==> src/rtl/dmem_pkg.sv <==
// -----------------------------------------------------------------------------
// dmem_pkg
//   Shared types and constants for the data-memory responder.
//   - state_e        : responder FSM states (IDLE, BUSY, DONE)
//   - DMEM_POISON    : value returned on loads that fail (timeout/misaligned)
//   - dmem_cnt_w()   : width of the watchdog counter for a given TIMEOUT
//   - dmem_misaligned(): true when a byte address is not word aligned
// -----------------------------------------------------------------------------
package dmem_pkg;

  typedef enum logic [1:0] {
    ST_IDLE = 2'd0,
    ST_BUSY = 2'd1,
    ST_DONE = 2'd2
  } state_e;

  localparam logic [31:0] DMEM_POISON = 32'hDEADBEEF;

  // Counter must be able to hold TIMEOUT itself.
  function automatic int dmem_cnt_w(input int timeout);
    return $clog2(timeout + 1);
  endfunction

  function automatic logic dmem_misaligned(input logic [1:0] addr_lsb);
    return (addr_lsb != 2'b00);
  endfunction

endpackage

==> src/rtl/dmem_watchdog.sv <==
// -----------------------------------------------------------------------------
// dmem_watchdog
//   Counts cycles while enabled and pulses expired_o on the TIMEOUT-th enabled
//   cycle. The count returns to zero whenever clear_i is high.
//
//   Ports:
//     clk_i      in   clock, rising edge
//     rst_n_i    in   asynchronous active-low reset
//     clear_i    in   zero the counter (takes priority over enable_i)
//     enable_i   in   count this cycle
//     expired_o  out  combinational pulse: this is the TIMEOUT-th enabled cycle
// -----------------------------------------------------------------------------
module dmem_watchdog
  import dmem_pkg::*;
#(
  parameter int TIMEOUT = 64
) (
  input  logic clk_i,
  input  logic rst_n_i,
  input  logic clear_i,
  input  logic enable_i,
  output logic expired_o
);

  localparam int CNT_W = dmem_cnt_w(TIMEOUT);
  // The counter holds the number of enabled cycles already completed, so the
  // TIMEOUT-th enabled cycle is the one that sees TIMEOUT-1.
  localparam logic [CNT_W-1:0] CNT_LAST = CNT_W'(TIMEOUT - 1);

  if (TIMEOUT < 2) begin : g_timeout_check
    $error("dmem_watchdog: TIMEOUT must be at least 2");
  end

  logic [CNT_W-1:0] cnt_q;
  logic [CNT_W-1:0] cnt_d;

  always_comb begin
    cnt_d = cnt_q;
    if (clear_i) begin
      cnt_d = '0;
    end else if (enable_i && (cnt_q != CNT_LAST)) begin
      cnt_d = cnt_q + CNT_W'(1);
    end
  end

  always_ff @(posedge clk_i or negedge rst_n_i) begin
    if (!rst_n_i) begin
      cnt_q <= '0;
    end else begin
      cnt_q <= cnt_d;
    end
  end

  assign expired_o = enable_i && !clear_i && (cnt_q == CNT_LAST);

endmodule

==> src/rtl/dmem_responder.sv <==
// -----------------------------------------------------------------------------
// dmem_responder
//   Memory-stage responder. Turns the EX/MEM MemRead/MemWrite/address/data
//   outputs into a multi-cycle req/ack data-memory transaction, stalls the
//   pipeline while the access is outstanding and returns load data to MEM/WB.
//   A watchdog forces completion of hung accesses and flags an error.
//
//   Optional feature (compile-time macro DMEM_WBUF_EN):
//     one-entry posted write buffer. An aligned write seen in IDLE is
//     accepted without stalling and drained to memory in the background;
//     any access arriving during the drain stalls until the drain's ack.
//
//   Ports:
//     clk_i        in   clock, rising edge
//     rst_n_i      in   asynchronous active-low reset
//     MemRead_i    in   load request from EX/MEM
//     MemWrite_i   in   store request from EX/MEM (wins over MemRead_i)
//     addr_i       in   byte address from EX/MEM
//     wdata_i      in   store data from EX/MEM
//     stall_o      out  hold the pipeline (combinational)
//     rdata_o      out  load data (registered)
//     rvalid_o     out  one-cycle pulse, rdata_o valid
//     err_o        out  sticky error: timeout or misaligned address
//     mem_req_o    out  memory request (registered)
//     mem_we_o     out  memory write enable
//     mem_addr_o   out  memory byte address (registered)
//     mem_wdata_o  out  memory write data (registered)
//     mem_ack_i    in   one-cycle completion strobe
//     mem_rdata_i  in   read data, valid with mem_ack_i
// -----------------------------------------------------------------------------
module dmem_responder
  import dmem_pkg::*;
#(
  parameter int ADDR_W  = 32,
  parameter int TIMEOUT = 64
) (
  input  logic              clk_i,
  input  logic              rst_n_i,
  input  logic              MemRead_i,
  input  logic              MemWrite_i,
  input  logic [31:0]       addr_i,
  input  logic [31:0]       wdata_i,
  output logic              stall_o,
  output logic [31:0]       rdata_o,
  output logic              rvalid_o,
  output logic              err_o,
  output logic              mem_req_o,
  output logic              mem_we_o,
  output logic [ADDR_W-1:0] mem_addr_o,
  output logic [31:0]       mem_wdata_o,
  input  logic              mem_ack_i,
  input  logic [31:0]       mem_rdata_i
);

  state_e              state_q,  state_d;
  logic                req_q,    req_d;
  logic                we_q,     we_d;
  logic [ADDR_W-1:0]   maddr_q,  maddr_d;
  logic [31:0]         mwdata_q, mwdata_d;
  logic [31:0]         rdata_q,  rdata_d;
  logic                rvalid_q, rvalid_d;
  logic                err_q,    err_d;
  // High while the BUSY state is draining a posted write rather than
  // servicing a blocking access; stays 0 when the buffer is not built.
  logic                drain_q,  drain_d;

  logic access;
  logic misaligned;
  logic post_write;
  logic wd_clear;
  logic wd_enable;
  logic wd_expired;

  assign access     = MemRead_i | MemWrite_i;
  assign misaligned = dmem_misaligned(addr_i[1:0]);

`ifdef DMEM_WBUF_EN
  // The buffer is empty whenever the FSM is idle: the drain is the only
  // thing that can occupy it and it always finishes back in IDLE.
  assign post_write = (state_q == ST_IDLE) && MemWrite_i && !misaligned;
`else
  assign post_write = 1'b0;
`endif

  // ---------------------------------------------------------------------------
  // Watchdog: counts BUSY cycles, restarts every time BUSY is entered.
  // ---------------------------------------------------------------------------
  assign wd_enable = (state_q == ST_BUSY);
  assign wd_clear  = (state_q != ST_BUSY);

  dmem_watchdog #(
    .TIMEOUT (TIMEOUT)
  ) u_watchdog (
    .clk_i     (clk_i),
    .rst_n_i   (rst_n_i),
    .clear_i   (wd_clear),
    .enable_i  (wd_enable),
    .expired_o (wd_expired)
  );

  // ---------------------------------------------------------------------------
  // Stall: raised the same cycle an access appears in IDLE, held through BUSY.
  // A background drain only stalls accesses that actually arrive. Gated by
  // reset so nothing is held while the pipeline is being reset.
  // ---------------------------------------------------------------------------
  always_comb begin
    stall_o = 1'b0;
    case (state_q)
      ST_IDLE: stall_o = access && !post_write;
      ST_BUSY: stall_o = drain_q ? access : 1'b1;
      default: stall_o = 1'b0;
    endcase
    stall_o = stall_o && rst_n_i;
  end

  // ---------------------------------------------------------------------------
  // Next-state logic
  // ---------------------------------------------------------------------------
  always_comb begin
    state_d  = state_q;
    req_d    = req_q;
    we_d     = we_q;
    maddr_d  = maddr_q;
    mwdata_d = mwdata_q;
    rdata_d  = rdata_q;
    rvalid_d = 1'b0;
    err_d    = err_q;
    drain_d  = drain_q;

    case (state_q)
      ST_IDLE: begin
        if (access) begin
          if (misaligned) begin
            // Never reaches the memory port; loads see poison data.
            err_d   = 1'b1;
            state_d = ST_DONE;
            if (!MemWrite_i) begin
              rdata_d  = DMEM_POISON;
              rvalid_d = 1'b1;
            end
          end else begin
            req_d    = 1'b1;
            we_d     = MemWrite_i;
            maddr_d  = addr_i[ADDR_W-1:0];
            mwdata_d = wdata_i;
            drain_d  = post_write;
            state_d  = ST_BUSY;
          end
        end
      end

      ST_BUSY: begin
        // Ack beats a simultaneous watchdog expiry.
        if (mem_ack_i) begin
          req_d   = 1'b0;
          drain_d = 1'b0;
          if (!we_q) begin
            rdata_d  = mem_rdata_i;
            rvalid_d = 1'b1;
          end
          // A drained posted write has no pipeline-visible completion.
          state_d = drain_q ? ST_IDLE : ST_DONE;
        end else if (wd_expired) begin
          req_d   = 1'b0;
          drain_d = 1'b0;
          err_d   = 1'b1;
          if (!drain_q) begin
            rdata_d = DMEM_POISON;
          end
          if (!we_q) begin
            rvalid_d = 1'b1;
          end
          state_d = drain_q ? ST_IDLE : ST_DONE;
        end
      end

      ST_DONE: begin
        // EX/MEM still shows the finished access this cycle; ignore it.
        state_d = ST_IDLE;
      end

      default: begin
        state_d = ST_IDLE;
        req_d   = 1'b0;
        drain_d = 1'b0;
      end
    endcase
  end

  // ---------------------------------------------------------------------------
  // State registers
  // ---------------------------------------------------------------------------
  always_ff @(posedge clk_i or negedge rst_n_i) begin
    if (!rst_n_i) begin
      state_q  <= ST_IDLE;
      req_q    <= 1'b0;
      we_q     <= 1'b0;
      maddr_q  <= '0;
      mwdata_q <= '0;
      rdata_q  <= '0;
      rvalid_q <= 1'b0;
      err_q    <= 1'b0;
      drain_q  <= 1'b0;
    end else begin
      state_q  <= state_d;
      req_q    <= req_d;
      we_q     <= we_d;
      maddr_q  <= maddr_d;
      mwdata_q <= mwdata_d;
      rdata_q  <= rdata_d;
      rvalid_q <= rvalid_d;
      err_q    <= err_d;
      drain_q  <= drain_d;
    end
  end

  assign rdata_o     = rdata_q;
  assign rvalid_o    = rvalid_q;
  assign err_o       = err_q;
  assign mem_req_o   = req_q;
  assign mem_we_o    = we_q;
  assign mem_addr_o  = maddr_q;
  assign mem_wdata_o = mwdata_q;

endmodule

==> config.mk <==
export PLATFORM = sky130hd
export DESIGN_NAME = dmem_responder
export DESIGN_NICKNAME = d
export VERILOG_FILES = /design/src/rtl/dmem_pkg.sv /design/src/rtl/dmem_watchdog.sv /design/src/rtl/dmem_responder.sv
export SDC_FILE = /design/constraint.sdc
export NUM_CORES = 1
export LEC_CHECK = 0
export CORE_MARGIN = 1.5
export CORE_UTILIZATION = 40
export CTS_CLUSTER_SIZE = 28
export DETAILED_ROUTE_END_ITERATION = 12
export PLACE_DENSITY = 0.79
export SYNTH_ARGS = -nofsm -noshare
export SYNTH_HDL_FRONTEND = slang
export SYNTH_HIERARCHICAL = 1
export SYNTH_SLANG_ARGS = --single-unit
export TNS_END_PERCENT = 100
==> constraint.sdc <==
create_clock -name clk_i -period 4.13 [get_ports clk_i]
set_input_delay 0.826 -clock clk_i [delete_from_list [all_inputs] [get_ports clk_i]]
set_output_delay 0.826 -clock clk_i [all_outputs]
set_load 0.01 [all_outputs]
==> flow_summary.toml <==
[status]
outcome = "finished, final reports clean"

[routing]
vias_per_cell = 4.78
wl_um = 10800
vias = 3297
drt_pass1_iterations = 4
ant_nets = 0
wl_per_cell_um = 15.6
drc = 0
drt-initial-drc-count = 126

[pwr]
finalPower_mw = 3.48
p_sw_mw = 0.958
powerDensity_nw_per_um2 = 502
pwr-share-seq_pct = 42.9
p_int_mw = 2.52
p_clk_share_pct = 22.6
p_sw_share_pct = 27.5
p_leak_nw = 2.97
combinationalPowerShare_pct = 34.5
peakVddDrop_v = 0.000333

[timing]
period_needed_ns = 3.05
finalSetupTns_ns = 0
setup_ws_ns = 1.08
worstMarginPinSlew_ns = 0.797
grt_setup_unrepaired = "no"
setup_viol = 0
slew_headroom_pct = 46.8
timing.fmax_ghz = 0.327
finalCritPeriodShare_pct = 73.9
final-hold-violation-count = 0
skew_ns = 0.00760
final_max_slew_viol_count = 0
hold_slack_ns = 0.477

[floorplan]
ios = 202
die_h_um = 110
dieArea_sq_um = 12100
coreArea_sq_um = 11000
num_rows = 38
initial_core_util_pct = 41.6
die_w_um = 110

[cells_and_area]
stdcell_count = 690
final_cell_area_sq_um = 6930
drive_gt1_share_pct = 10.5
nNetsFinal = 648
fin_util_pct = 63.1
area_growth_pct = 51.6
antennaDiodeCount = 0

[setup_path]
cp.required_ns = 3.30
criticalPathCategory = "input port to output pin"
crit_family = "buffers and inverters"
cp_slowest_stage_delay_ns = 0.58
crit_path_top_delay_cell = "clkdlybuf4s50_1"
arrival_ns = 2.23
critPathLaunchType = "input port"
critical_path_buf_inv_count = 2
endpoint_kind = "output pin"
worstSetupStartpoint = "MemWrite_i"
crit_fanout = 4
cp_cell_sequence = "clkdlybuf4s50_1 > nor3_1 > nor3b_1 > clkdlybuf4s50_1"
cp_common_cell = "clkdlybuf4s50_1"
reg2reg_from = "state_q[1]"

[clocking]
cts_buffers = 9
cts.clk_slew.worst_paths_ns = 0.06
cts_tree = "done"
postCtsSetupBuffers = 0
clock_path_buffers = 2
holdBufCountCts = 0
cts_resized = 0
cts_num_sinks = 109
htreeDepth = 3
cts_root_buf = "clkbuf_16"
clk_latency_ns = 0.34

[place]
io_buffers = 201
place_congestion = 0.762
dp_cells = 675
pre_cts_ws_ns = 1.07
dpl.hpwl_um = 8020
placed_cell_area_sq_um = 6660

[synth]
ys_seq_area_share_pct = 59.7
ys.flop_type = "dfrtp_1"
avgSynthCellArea_sq_um = 13.3
netlist_area_sq_um = 4570
ys_warn_count = 6
yosysTopAreaCell = "dfrtp_1"
ys_seq_elements = 109
synth_area_leaders = "dfrtp_1, mux2_1, mux2i_1"
yosysUniqueCellTypes = 40
synth_fp_nets = 446
syn_inst = 344
yosys.area.top_type_share_pct = 59.7
synthArstFlopShare_pct = 100
synth-edff-count = 0

[job]
max_cap_viol_count = 0

[global_route]
grt_first_pass_wirelength_um = 16900
antenna_found_initial = 0
grt_max_degree = 65
gr-usage-all-layers_pct = 18.5
grt-ovfl-total = 0
grt_pass1_vias = 3415

[hold_path]
hp-class = "flip-flop to flip-flop"
hp-start = "err_o"
==> synthesized netlist by cell type, drive strengths merged (2+ instances only) <==
master and n:
mux2i 33, nor2 29, clkbuf 2, a21o 3
mux2 64, a211oi 5, nand2 9, buf 13
nand4 2, nor2b 6, a21boi 2, inv 37
dfrtp 109, nor3 3, a21oi 6, nand2b 3
nand3 4, nor3b 2
==> logic make-up (layout without fill, tap and decap cells) <==
group | after synthesis | after routing | synth area share [%]
AO/OA/AOI/OAI | 20 | 20 | 3.37
buffers and inverters | 52 | 258 | 6.18
AND/OR/NAND/NOR | 65 | 65 | 7.36
multiplexers | 97 | 97 | 23.2
adder cells (fa/ha/maj) | 1 | 1 | 0.274
flip-flops | 109 | 109 | 59.7
==> state kept, by name (all words and copies together) (netlist names) <==
| signal | cells |
|---|---|
| mem_we_o | 1 |
| err_o | 1 |
| rvalid_o | 1 |
| u_watchdog/cnt_q | 7 |
| state_q | 2 |
| mem_addr_o | 32 |
| mem_req_o | 1 |
| rdata_o | 32 |
| mem_wdata_o | 32 |
==> final cells by class <==
| cell class | count | area [sq um] |
|---|---|---|
| Multi-Input combinational cell | 183 | 1560 |
| Fill cell | 886 | 4050 |
| Inverter | 37 | 139 |
| Tap cell | 140 | 175 |
| Clock buffer | 12 | 246 |
| Sequential cell | 109 | 2730 |
| Timing Repair Buffer | 206 | 2060 |
| Clock inverter | 3 | 22.5 |
==> cells in the final DEF, fill, tap and decap left out, drive strengths merged, types with 5 or more instances in the layout <==
| cell | n |
|---|---|
| nor2b | 6 |
| buf | 6 |
| mux2 | 64 |
| a211oi | 5 |
| mux2i | 33 |
| nor2 | 29 |
| inv | 37 |
| clkbuf | 12 |
| clkdlybuf4s50 | 200 |
| nand2 | 9 |
| a21oi | 6 |
| dfrtp | 109 |
==> metal layers <==
layer / routed length (um) / track usage, % / vias to the layer above / share of wire (%)
li1: - / - / 1551 / -
met1: 4360 / 22.1 / 1602 / 40
met2: 5130 / 29.8 / 126 / 48
met3: 1070 / 6.82 / 18 / 9.9
met4: 234 / 8.63 / 0 / 2.2
met5: 0 / 0 / - / 0
==> worst paths after layout <==
check	slack [ns]	cells after the start	end
max in group asynchronous	2.31	3	rdata_o[20]
hold reg to reg	0.48	1	err_o
hold / removal	0.48	1	err_o
setup reg to reg	1.14	9	rdata_o[16]
min in group asynchronous	0.60	2	mem_wdata_o[15]
setup / recovery	1.08	4	stall_o
==> power groups by stage <==
stage / sequential (mW) / combinational (mW) / clock (mW)
after detailed placement: 1.51 / 1.21 / 0
after global routing: 1.53 / 1.28 / 0.856
after CTS: 1.50 / 1.22 / 0.815
after global placement: 1.49 / 1.20 / 0
final: 1.49 / 1.20 / 0.785
after floorplan: 1.63 / 0.333 / 0
Note: power is estimated with default switching activity, not from simulation.
